File: src/rtl/output_conditioner.sv
// output_conditioner
// Drives one board-facing pin from level requests in the clk domain. Every
// level is held for at least HOLDTIME cycles, so a far-end debouncer with an
// equal or shorter wait never sees chatter. A one-entry pending buffer lets
// the producer post the next level while the current one is still held.
module output_conditioner #(
    parameter int   HOLDTIME     = 4,
    parameter int   COUNTERWIDTH = 8,
    parameter logic RESETLEVEL   = 1'b0
) (
    input  logic clk,
    input  logic rst_n,
    input  logic req_valid,
    input  logic req_level,
    output logic req_ready,
    output logic pin,
    output logic positiveedge,
    output logic negativeedge,
    output logic busy
);

    // Counter reload after a pin change: the change cycle itself counts as the
    // first held cycle, so HOLDTIME-1 more cycles must pass before the next one.
    localparam logic [COUNTERWIDTH-1:0] LOAD = COUNTERWIDTH'(HOLDTIME - 1);

    // State is fully determined by the counter and the pending flag.
    localparam logic [1:0] S_IDLE      = 2'd0;
    localparam logic [1:0] S_HOLD      = 2'd1;
    localparam logic [1:0] S_HOLD_PEND = 2'd2;

    logic                    pin_q,       pin_d;
    logic                    pos_q,       pos_d;
    logic                    neg_q,       neg_d;
    logic [COUNTERWIDTH-1:0] count_q,     count_d;
    logic                    pend_full_q, pend_full_d;
    logic                    pend_lvl_q,  pend_lvl_d;
    logic [1:0]              state;
    logic                    xfer;
    logic                    apply;

    assign req_ready    = !pend_full_q;
    assign busy         = (count_q != '0) || pend_full_q;
    assign xfer         = req_valid && !pend_full_q;
    assign pin          = pin_q;
    assign positiveedge = pos_q;
    assign negativeedge = neg_q;

    // Decode the operating state from registered counter and pending flag.
    always_comb begin
        if (pend_full_q) begin
            state = S_HOLD_PEND;
        end else if (count_q != '0) begin
            state = S_HOLD;
        end else begin
            state = S_IDLE;
        end
    end

    // Next-state logic: decide whether the pin toggles this edge, and manage
    // the hold counter and the pending buffer.
    always_comb begin
        pin_d       = pin_q;
        pos_d       = 1'b0;
        neg_d       = 1'b0;
        count_d     = count_q;
        pend_full_d = pend_full_q;
        pend_lvl_d  = pend_lvl_q;
        apply       = 1'b0;

        case (state)
            S_IDLE: begin
                // A request equal to the current level is accepted and dropped.
                if (xfer && (req_level != pin_q)) begin
                    apply = 1'b1;
                end
            end
            S_HOLD: begin
                count_d = count_q - 1'b1;
                if (xfer) begin
                    pend_full_d = 1'b1;
                    pend_lvl_d  = req_level;
                end
            end
            S_HOLD_PEND: begin
                if (count_q != '0) begin
                    count_d = count_q - 1'b1;
                end else begin
                    // Hold expired: release the buffer; a pending level that
                    // matches the pin is discarded without any edge.
                    pend_full_d = 1'b0;
                    if (pend_lvl_q != pin_q) begin
                        apply = 1'b1;
                    end
                end
            end
            default: begin
            end
        endcase

        if (apply) begin
            pin_d   = ~pin_q;
            pos_d   = ~pin_q;
            neg_d   = pin_q;
            count_d = LOAD;
        end
    end

    // Control and output registers; reset returns to an idle, empty state.
    always_ff @(posedge clk or negedge rst_n) begin
        if (!rst_n) begin
            pin_q       <= RESETLEVEL;
            pos_q       <= 1'b0;
            neg_q       <= 1'b0;
            count_q     <= '0;
            pend_full_q <= 1'b0;
        end else begin
            pin_q       <= pin_d;
            pos_q       <= pos_d;
            neg_q       <= neg_d;
            count_q     <= count_d;
            pend_full_q <= pend_full_d;
        end
    end

    // Pending level is only meaningful while pend_full_q is set.
    always_ff @(posedge clk) begin
        pend_lvl_q <= pend_lvl_d;
    end

endmodule

File: config.mk
export PLATFORM = sky130hd
export DESIGN_NAME = output_conditioner
export DESIGN_NICKNAME = d
export VERILOG_FILES = /design/src/rtl/output_conditioner.sv
export SDC_FILE = /design/constraint.sdc
export NUM_CORES = 1
export LEC_CHECK = 0
export ABC_AREA = 1
export ABC_CLOCK_PERIOD_IN_PS = 4600
export CORE_AREA = 3 3 40 42
export DETAILED_ROUTE_END_ITERATION = 7
export DIE_AREA = 0 0 43 45
export PLACE_DENSITY_LB_ADDON = 0.2
export SYNTH_ARGS = -nofsm -noshare
export SYNTH_HDL_FRONTEND = slang
export SYNTH_SLANG_ARGS = --single-unit
File: constraint.sdc
create_clock -name clk -period 4.6 [get_ports clk]
set_input_delay 1.38 -clock clk [delete_from_list [all_inputs] [get_ports clk]]
set_output_delay 1.38 -clock clk [all_outputs]
set_load 0.02 [all_outputs]
==> results.cfg <==
[timing]
setup_viol_count_final = 0
skew_ns = 0.00387
max_freq_mhz = 296
grt_setup_unrepaired = no
slew_headroom_pct = 64.6
final.setup.tns_ns = 0
period_share_pct = 73.5
hold_violations = 0
worst_pin_slew_ns = 0.530
fin_crit_ns = 3.38
slew_violations = 0

[logic_synthesis]
yosys_warnings = 0
syn_nets = 93
yosysSeqAreaShare_pct = 48.1
synthMuxAreaShare_pct = 0
avgSynthCellArea_um2 = 7.81
yosys.area_share.simple_pct = 35.5
synth_top_cell_by_area = dfrtp_1
synthAdderAreaFrac_pct = 1.82
ys_ff_latch = 13
synth_compound_area_share_pct = 2.19
synth_top_area_share_pct = 43.7
synth_xor_area_share_pct = 2.55
syn_inst = 88
netlist_area_um2 = 687
synth_cell_types = 17
synthTopCellsByArea = dfrtp_1 (44%), nand2_1 (13%), nand3_1 (8.0%)
synth_top_family_by_area = simple AND/OR/NAND/NOR gates

[cts]
cts_setup_buffers = 0
cts.hold.buffers_added = 0
tritoncts = built
cts_buffers = 3
clk_pin_slew_ns = 0.07
insertion_delay_ns = 0.27
cts-root-buf = clkbuf_4
postCtsResizedCells = 0
htree_levels = 1
cts_max_path_buffers = 2
cts_sinks = 13

[worst_setup_path]
cp.required_ns = 3.22
worstPathCellList = inv_1, ha_1, nand3_2, nor2_4, nand2_1, clkdlybuf4s50_1
cp_max_fo = 7
r2r_slack_ns = 3.16
criticalPathCategory = register to primary output
crit_buf_inv = 2
slowest_delay_ns = 0.54
slowest_stage = clkdlybuf4s50_1
critical_path.top_delay_family = buffers and inverters
worstPathArrival_ns = 2.00
worst_setup_path_end_kind = primary output
crit_path_start_kind = register

[global_routing]
grt_pass1_wl_um = 2130
grt_max_degree = 13
grt-ovfl-total = 0
track_usage_pct = 15.0
grt_pass1_vias = 543
antenna_found_initial = 0

[floorplan]
die_y_um = 45
core_um2 = 1280
die-width_um = 43
initial_core_util_pct = 53.5
rows = 13
io_pins = 9
dieArea_um2 = 1940

[pwr]
powerDensity_nw_per_um2 = 561
ir_drop_v = 0.000332
total_power_uw = 455
power.leakage_uw = 0.000417

[run_status]
status = complete, no violations

[final_layout]
fin_nets = 106
final_cell_mix = nand2_1 (23), inv_1 (13), dfrtp_1 (12), nand3_1 (11)
mostFrequentLayoutCell = nand2_1
antennaDiodeCount = 0
drive_above_1_share_pct = 14.0
syn_to_final_growth_pct = 18.2

[placement]
place_congestion = 0.808
place.port_buffers = 8
hpwl_um = 915

[route]
dr.first_iter.drc_count = 6
vias = 580
wl_per_cell_um = 10.2
totalWireLength_um = 1170
final_antenna_net_count = 0
viasPerCell = 5.04
drc_errors = 0
drtPass1Iterations = 4

[job]
drv_cap = 0

[worst_hold_path]
hold_class = register to register
worst paths after layout:
kind / endpoint / start / depth (start not counted)
max: busy / count_q[0] / 6
min: count_q[0] / count_q[0] / 2
max reg2reg: pin / count_q[0] / 7
min reg2reg: count_q[0] / count_q[0] / 2
max in group asynchronous: count_q[0] / rst_n / 1
min in group asynchronous: pend_full_q / rst_n / 1
per-layer routing:
metal  track usage, %  share of wire, %  vias to the layer above
met3             2.79               4.6                        2
met1             17.0                45                      271
met5                0                 0                        -
met2             25.1                49                       13
li1                 -                 -                      294
met4             11.4               1.9                        0
registers in the layout, summed over array words and instances, names as in the netlist:
name and count:
pend_full_q 1, pend_lvl_q 1, count_q 8, pin 1
positiveedge 1, negativeedge 1
synth_stat cells:
cell type,count
nand2_1,23
inv_1,13
dfrtp_1,12
nand3_1,11
nor2_1,8
inv_2,4
a21oi_1,3
nor2_2,2
nor2_4,2
nor3_1,2
xor2_1,2
clkinv_1,1
edfxtp_1,1
ha_1,1
nand2_2,1
nand2_4,1
nand3_2,1
worst min-delay path: cells and delay by family (launching register included):
family           cells  cell delay [ns]
DFF                  1             0.35
and+or+nand+nor      2             0.13
cells by family (layout without fill, tap and decap cells):
kind of cell,Yosys count,after routing
adders and majority gates,1,1
and+or+nand+nor,51,51
DFF,13,13
xor gates and xnor gates,2,2
buffers and inverters,18,30
AOI/OAI and AO/OA,3,3
report_power, final:
part / internal, uW / switching (uW)
registers: 158 / 34.7
logic: 71.1 / 123
clock network: 33.6 / 35.2
total: 263 / 193
layout make-up:
class                   count  area [um2]
multi-input cells          57         289
fillers                   125         473
inverters                  18        67.6
clock buffers               4        26.3
well taps                  15        18.8
flip-flops and latches     13         330
repair buffers              8        80.1
metrics by stage:
step	util, %	instances	worst slack [ns]	hold WS (ns)	area [um2]
floorplan	-	88	2.04	0.465	687
global placement	61.1	111	1.55	0.481	786
detailed placement	61.1	111	1.50	0.501	786
CTS	63.2	115	1.19	0.520	812
global route	63.2	115	1.06	0.567	812
finish	63.2	115	1.22	0.513	812
Note: power is estimated with default switching activity, not from simulation.
